`src/rtl/uart_pkg.sv`:
```
// ---------------------------------------------------------------------------
// uart_pkg
// Definitions shared by the UART transmit path and the later receive path:
//   - uart_state_t : frame sequencer states
//   - PARIDADE_*   : parity mode codes used by the PARITY parameter
//   - calc_clks_per_bit / calc_cnt_width : bit-time length in clocks and the
//     width of the counter that measures it
// ---------------------------------------------------------------------------
package uart_pkg;

    typedef enum logic [2:0] {
        OCIOSO   = 3'd0,
        INICIO   = 3'd1,
        DADOS    = 3'd2,
        PARIDADE = 3'd3,
        PARADA   = 3'd4
    } uart_state_t;

    localparam int PARIDADE_NENHUMA = 0;
    localparam int PARIDADE_PAR     = 1;
    localparam int PARIDADE_IMPAR   = 2;

    // Integer division on purpose: the resulting baud error is accepted.
    function automatic int calc_clks_per_bit(input int clock_freq, input int baud_rate);
        return clock_freq / baud_rate;
    endfunction

    // Width needed to count 0 .. clks_per_bit-1.
    function automatic int calc_cnt_width(input int clks_per_bit);
        return (clks_per_bit < 2) ? 1 : $clog2(clks_per_bit);
    endfunction

endpackage

```
`src/rtl/uart_tx_serializer_if.sv`:
```
// ---------------------------------------------------------------------------
// uart_tx_serializer_if
// Byte handshake between the payload senders and the UART transmitter.
//   iniciar_envio : sender -> uart, request to send dado_entrada
//   dado_entrada  : sender -> uart, byte to send (sampled on acceptance)
//   tx            : uart   -> line, serial output (idles high)
//   uart_ocupado  : uart   -> sender, frame in flight
//   byte_enviado  : uart   -> sender, one-cycle pulse at end of frame
// master = payload sender side, slave = transmitter side.
// ---------------------------------------------------------------------------
interface uart_tx_serializer_if;
    logic       iniciar_envio;
    logic [7:0] dado_entrada;
    logic       tx;
    logic       uart_ocupado;
    logic       byte_enviado;

    modport master (
        output iniciar_envio,
        output dado_entrada,
        input  tx,
        input  uart_ocupado,
        input  byte_enviado
    );

    modport slave (
        input  iniciar_envio,
        input  dado_entrada,
        output tx,
        output uart_ocupado,
        output byte_enviado
    );
endinterface

```
`src/rtl/uart_baud_gen.sv`:
```
// ---------------------------------------------------------------------------
// uart_baud_gen
// Bit-time counter. Counts 0 .. CLKS_PER_BIT-1 and flags the last count so
// the user can advance exactly on the wrap edge.
//   clock    : system clock
//   reset    : synchronous active-high reset
//   restart  : holds the counter at 0 (used while the line is idle so the
//              first bit of a frame gets a full bit time)
//   bit_tick : high during the last clock of each bit time
// ---------------------------------------------------------------------------
module uart_baud_gen
    import uart_pkg::*;
#(
    parameter int CLKS_PER_BIT = 16
) (
    input  logic clock,
    input  logic reset,
    input  logic restart,
    output logic bit_tick
);
    localparam int                 CNT_W   = calc_cnt_width(CLKS_PER_BIT);
    localparam logic [CNT_W-1:0]   CNT_MAX = CNT_W'(CLKS_PER_BIT - 1);

    logic [CNT_W-1:0] cnt_reg;

    always_ff @(posedge clock) begin
        if (reset || restart) begin
            cnt_reg <= '0;
        end else if (cnt_reg == CNT_MAX) begin
            cnt_reg <= '0;
        end else begin
            cnt_reg <= cnt_reg + CNT_W'(1);
        end
    end

    assign bit_tick = (cnt_reg == CNT_MAX) && !restart;

endmodule

```
`src/rtl/uart_tx_serializer.sv`:
```
// ---------------------------------------------------------------------------
// uart_tx_serializer
// Byte-wide UART transmitter: start bit, 8 data bits LSB first, optional
// parity bit, 1 or 2 stop bits. One byte per accepted request.
//   clock : system clock, rising edge
//   reset : synchronous active-high reset (abandons any frame in flight)
//   bus   : uart_tx_serializer_if.slave (iniciar_envio, dado_entrada in;
//           tx, uart_ocupado, byte_enviado out, all registered)
// Parameters: CLOCK_FREQ, BAUD_RATE (bit time = CLOCK_FREQ/BAUD_RATE clocks),
// PARITY (0 none, 1 even, 2 odd), STOP_BITS (1 or 2).
// ---------------------------------------------------------------------------
module uart_tx_serializer
    import uart_pkg::*;
#(
    parameter int CLOCK_FREQ = 50_000_000,
    parameter int BAUD_RATE  = 115200,
    parameter int PARITY     = PARIDADE_NENHUMA,
    parameter int STOP_BITS  = 1
) (
    input logic                 clock,
    input logic                 reset,
    uart_tx_serializer_if.slave bus
);
    localparam int CLKS_PER_BIT = calc_clks_per_bit(CLOCK_FREQ, BAUD_RATE);

    if (CLKS_PER_BIT < 2) begin : g_bad_clks_per_bit
        $error("uart_tx_serializer: CLOCK_FREQ/BAUD_RATE must be >= 2");
    end
    if (PARITY < 0 || PARITY > 2) begin : g_bad_parity
        $error("uart_tx_serializer: PARITY must be 0, 1 or 2");
    end
    if (STOP_BITS != 1 && STOP_BITS != 2) begin : g_bad_stop_bits
        $error("uart_tx_serializer: STOP_BITS must be 1 or 2");
    end

    uart_state_t state_reg;
    logic        tx_reg;
    logic        ocupado_reg;
    logic        enviado_reg;
    logic [2:0]  bit_idx_reg;
    logic [7:0]  shift_reg;
    logic        parity_reg;
    logic        stop_cnt_reg;
    logic        bit_tick;
    logic        baud_restart;

    // Counter is parked at 0 while idle, so the acceptance edge starts a
    // full start-bit time and back-to-back frames need no idle gap.
    assign baud_restart = (state_reg == OCIOSO);

    uart_baud_gen #(
        .CLKS_PER_BIT(CLKS_PER_BIT)
    ) u_baud_gen (
        .clock   (clock),
        .reset   (reset),
        .restart (baud_restart),
        .bit_tick(bit_tick)
    );

    always_ff @(posedge clock) begin
        if (reset) begin
            state_reg    <= OCIOSO;
            tx_reg       <= 1'b1;
            ocupado_reg  <= 1'b0;
            enviado_reg  <= 1'b0;
            bit_idx_reg  <= 3'd0;
            shift_reg    <= 8'd0;
            parity_reg   <= 1'b0;
            stop_cnt_reg <= 1'b0;
        end else begin
            enviado_reg <= 1'b0;
            case (state_reg)
                OCIOSO: begin
                    if (bus.iniciar_envio) begin
                        shift_reg   <= bus.dado_entrada;
                        parity_reg  <= (PARITY == PARIDADE_IMPAR) ? ~(^bus.dado_entrada)
                                                                  :  (^bus.dado_entrada);
                        bit_idx_reg <= 3'd0;
                        tx_reg      <= 1'b0;
                        ocupado_reg <= 1'b1;
                        state_reg   <= INICIO;
                    end
                end
                INICIO: begin
                    if (bit_tick) begin
                        tx_reg    <= shift_reg[0];
                        state_reg <= DADOS;
                    end
                end
                DADOS: begin
                    if (bit_tick) begin
                        if (bit_idx_reg == 3'd7) begin
                            bit_idx_reg <= 3'd0;
                            if (PARITY != PARIDADE_NENHUMA) begin
                                tx_reg    <= parity_reg;
                                state_reg <= PARIDADE;
                            end else begin
                                tx_reg       <= 1'b1;
                                stop_cnt_reg <= 1'b0;
                                state_reg    <= PARADA;
                            end
                        end else begin
                            // Next bit is shift_reg[1] before the shift lands.
                            bit_idx_reg <= bit_idx_reg + 3'd1;
                            shift_reg   <= {1'b0, shift_reg[7:1]};
                            tx_reg      <= shift_reg[1];
                        end
                    end
                end
                PARIDADE: begin
                    if (bit_tick) begin
                        tx_reg       <= 1'b1;
                        stop_cnt_reg <= 1'b0;
                        state_reg    <= PARADA;
                    end
                end
                PARADA: begin
                    if (bit_tick) begin
                        if (stop_cnt_reg == 1'(STOP_BITS - 1)) begin
                            ocupado_reg <= 1'b0;
                            enviado_reg <= 1'b1;
                            state_reg   <= OCIOSO;
                        end else begin
                            stop_cnt_reg <= stop_cnt_reg + 1'b1;
                        end
                    end
                end
                default: begin
                    tx_reg      <= 1'b1;
                    ocupado_reg <= 1'b0;
                    state_reg   <= OCIOSO;
                end
            endcase
        end
    end

    assign bus.tx           = tx_reg;
    assign bus.uart_ocupado = ocupado_reg;
    assign bus.byte_enviado = enviado_reg;

endmodule
```
`src/flat_wrapper.sv`:
```
// flat-port wrapper written by rule: the top's interface ports become plain ports
module uart_tx_serializer_flat import uart_pkg::*;
#(
    parameter int CLOCK_FREQ = 50_000_000,
    parameter int BAUD_RATE  = 115200,
    parameter int PARITY     = PARIDADE_NENHUMA,
    parameter int STOP_BITS  = 1
)
  (clock, reset, bus_iniciar_envio, bus_dado_entrada, bus_tx, bus_uart_ocupado, bus_byte_enviado);
  uart_tx_serializer_if bus_i ();
  input logic clock;
  input logic reset;
  input wire logic [$bits(bus_i.iniciar_envio)-1:0] bus_iniciar_envio;
  input wire logic [$bits(bus_i.dado_entrada)-1:0] bus_dado_entrada;
  output wire logic [$bits(bus_i.tx)-1:0] bus_tx;
  output wire logic [$bits(bus_i.uart_ocupado)-1:0] bus_uart_ocupado;
  output wire logic [$bits(bus_i.byte_enviado)-1:0] bus_byte_enviado;
  assign bus_i.iniciar_envio = bus_iniciar_envio;
  assign bus_i.dado_entrada = bus_dado_entrada;
  assign bus_tx = bus_i.tx;
  assign bus_uart_ocupado = bus_i.uart_ocupado;
  assign bus_byte_enviado = bus_i.byte_enviado;
  uart_tx_serializer #(.CLOCK_FREQ(CLOCK_FREQ), .BAUD_RATE(BAUD_RATE), .PARITY(PARITY), .STOP_BITS(STOP_BITS)) u_core (.clock(clock), .reset(reset), .bus(bus_i));
endmodule
```
`config.mk`:
```
export PLATFORM = sky130hd
export DESIGN_NAME = uart_tx_serializer_flat
export DESIGN_NICKNAME = d
export VERILOG_FILES = /design/src/rtl/uart_pkg.sv /design/src/rtl/uart_tx_serializer_if.sv /design/src/rtl/uart_baud_gen.sv /design/src/rtl/uart_tx_serializer.sv /design/src/flat_wrapper.sv
export SDC_FILE = /design/constraint.sdc
export NUM_CORES = 1
export LEC_CHECK = 0
export ABC_AREA = 1
export BUFFER_PORTS_ARGS = -buffer_cell sky130_fd_sc_hd__buf_2
export CORE_MARGIN = 8
export CORE_UTILIZATION = 50
export CTS_BUF_LIST = sky130_fd_sc_hd__clkbuf_4
export DETAILED_ROUTE_END_ITERATION = 8
export GPL_TIMING_DRIVEN = 1
export PLACE_DENSITY_LB_ADDON = 0.1
export SYNTH_ARGS = -nofsm -noshare
export SYNTH_HDL_FRONTEND = slang
export SYNTH_HIERARCHICAL = 1
export SYNTH_SLANG_ARGS = --single-unit
```
`constraint.sdc`:
```
create_clock -name clock -period 2.15 [get_ports clock]
set_clock_uncertainty 0.2 [all_clocks]
set_input_delay 0.3225 -clock clock [delete_from_list [all_inputs] [get_ports clock]]
set_output_delay 0.3225 -clock clock [all_outputs]
set_load 0.05 [all_outputs]
```
==> results.toml <==
[sta]
timing.hold.ws_ns = 0.06333
rsz0062_at_grt = "false"
finalSetupViolations = 0
fmax_ghz = 0.5180
period_needed_ns = 1.930
final-hold-violation-count = 0
drv_slew = 0
max_slew_margin_pct = 69.10
worst_slew_pin_slew_ns = 0.4630
period_share_pct = 89.78
fin_setup_tns_ns = 0

[clock_tree]
cts_setup_buffers = 0
clk_latency_ns = 0.32
tritoncts = "done"
clockBufferDepth = 2
tritoncts.num_buffers = 3
numClockSinks = 26
clkTransAtPathRegs_ns = 0.13
h-tree-depth = 1
cts_root_buf = "clkbuf_4"

[worst_setup_path]
crit_fanout = 6
crit_family = "simple AND/OR/NAND/NOR gates"
crit_buf_inv = 2
end_kind = "flop"
cp_common_cell = "nand2_1"
slowest_delay_ns = 0.36
cp_data_arrival_time_ns = 1.96
cp-start-kind = "flop"
critPathRequiredTime_ns = 2.18
path_cells = "inv_1, ha_1, nand2_1, nor2_1, nand2_2, nor2_2, inv_1, nand3_1, nand2_1, nor2_2, nand2_1, nand2_1, nor2_1"
path_class = "flop to flop"
critPathSlowestCell = "dfxtp_1"

[placement]
gp_congestion = 0.9119
detailedPlacementHpwl_um = 2250
place_inst = 264
numPortBuffers = 13

[global_route]
antenna_found_initial = 0
grt_pass1_wl_um = 5292
overflow = 0
grt_pass1_vias = 1275
grt_start_max_net_pins = 16
track_usage_pct = 12.82

[floorplan]
die_area_mm2 = 0.004821
dieWidth_um = 69.44
core_mm2 = 0.002734
start_util_pct = 52.22
dieHeight_um = 69.44
rows = 19
ioPinCount = 14

[yosys]
yosys_warnings = 6
ys_types = 21
synth-seq-cells = 26
ys_seq_area_share_pct = 36.46
netlist.area_leader.share_pct = 36.46
syn-cell-area_mm2 = 0.001428
syn_inst = 219
synth_area_leader_cell = "dfxtp_1"
syn_area_per_cell_um2 = 6.519
synth_area_leaders = "dfxtp_1 (36%), nand2_1 (16%), nor2_1 (11%)"
syn_nets = 235

[routing]
routedWlPerCell_um = 11.12
first_pass_iters = 4
drtIter0Drc = 79
avgViaCountPerCell = 4.974
dr_total_vias = 1333
ant_nets = 0
drc = 0
wl_um = 2981

[finish]
nNetsFinal = 255
finalCoreUtilization_pct = 58.08
antenna_cells = 0
syn2layout_area_growth_pct = 11.22
fin_cells = 268
drive_gt1_share_pct = 18.57
largest_reg_flops = 9

[pwr]
ir_drop_v = 0.001185
p_leak_nw = 0.7294
cellPowerDensity_mw_per_mm2 = 1403

[hold_path]
hp-class = "input port to flop"

[run]
maxCapViolCount = 0

[status]
outcome = "complete, no violations"
-- synth_stat cells --
master,instances
inv_1,21
xor2_1,1
nor3_1,1
nor2_1,43
xnor2_1,1
o21ai_0,7
nand2_1,60
nand2_2,6
a21oi_2,6
nand3_1,23
o21bai_1,2
buf_1,1
a21oi_1,3
nor2_2,3
nand3b_1,1
nand2_4,1
dfxtp_1,26
clkinv_1,1
ha_1,5
inv_2,5
nor2_4,2
-- placed cells by master, fill, tap and decap left out, drive strengths merged --
| master | instances |
|---|---|
| xnor2 | 1 |
| buf | 15 |
| nand3 | 23 |
| o21bai | 2 |
| clkbuf | 3 |
| nand3b | 1 |
| dfxtp | 26 |
| nor2 | 48 |
| nor3 | 1 |
| xor2 | 1 |
| ha | 5 |
| clkinv | 1 |
| o21ai | 7 |
| a21oi | 9 |
| nand2 | 67 |
| dlygate4sd3 | 1 |
| inv | 26 |
-- per-stage QoR --
step	setup WS (ns)	area (um^2)	power, W
3_3_place_gp	0.2201	1543	0.001946
4_1_cts	0.1211	1575	0.002199
2_1_floorplan	0.3635	1428	0.001707
3_5_place_dp	0.1540	1543	0.001992
5_1_grt	0.02358	1588	0.002457
6_report	0.2197	1588	0.002227
-- layout make-up --
type                       count  area, um^2
clock buffer                   3       22.52
fill                         269        1146
inverter                      27       101.3
multi-input combinational    165       812.0
sequential                    26       523.0
tap                           31       38.79
timing repair buffer          16       90.09
-- final timing paths --
path / slack (ns) / end / cells after the start / startpoint
worst max-delay path: 0.22 / u_core/state_reg[1] / 13 / u_core/u_baud_gen/cnt_reg[1]
worst min-delay path: 0.06 / u_core/bus.uart_ocupado / 3 / bus_iniciar_envio
worst max register to register: 0.22 / u_core/state_reg[1] / 13 / u_core/u_baud_gen/cnt_reg[1]
worst min register to register: 0.27 / u_core/u_baud_gen/cnt_reg[0] / 1 / u_core/u_baud_gen/cnt_reg[0]
-- power by group --
group	internal, W	switching [W]
logic	0.000405	0.000877
registers	0.000637	0.000103
clock network	0.0000658	0.000138
-- cell families after synthesis --
group	share of synthesized area, %
flip-flops	36.46
AND/OR/NAND/NOR	42.33
AO/OA/AOI/OAI	8.237
buffers and inverters	7.362
adder cells (fa/ha/maj)	4.382
XOR/XNOR	1.227
-- worst reg2reg max path: stages (launching register included) --
cell	delay (ns)
dfxtp_1	0.36
inv_1	0.07
ha_1	0.13
nand2_1	0.05
nor2_1	0.12
nand2_2	0.09
nor2_2	0.13
inv_1	0.09
nand3_1	0.10
nand2_1	0.07
nor2_2	0.23
nand2_1	0.08
nand2_1	0.07
nor2_1	0.04
-- what timing repair did --
action / 4_1_cts / 5_1_grt
hold endpoints to repair: 2 / 0
resized for setup: 0 / 4
hold buffers: 1 / 0
endpoints found under the setup margin: 0 / 11
-- per-layer routing --
layer	vias to the layer above	track usage [%]	routed length [um]
met1	573	16.10	1476
met4	0	6.378	64
li1	715	-	-
met5	-	0	0
met3	5	3.004	192
met2	40	19.88	1248
(Power assumes the default switching activity.)
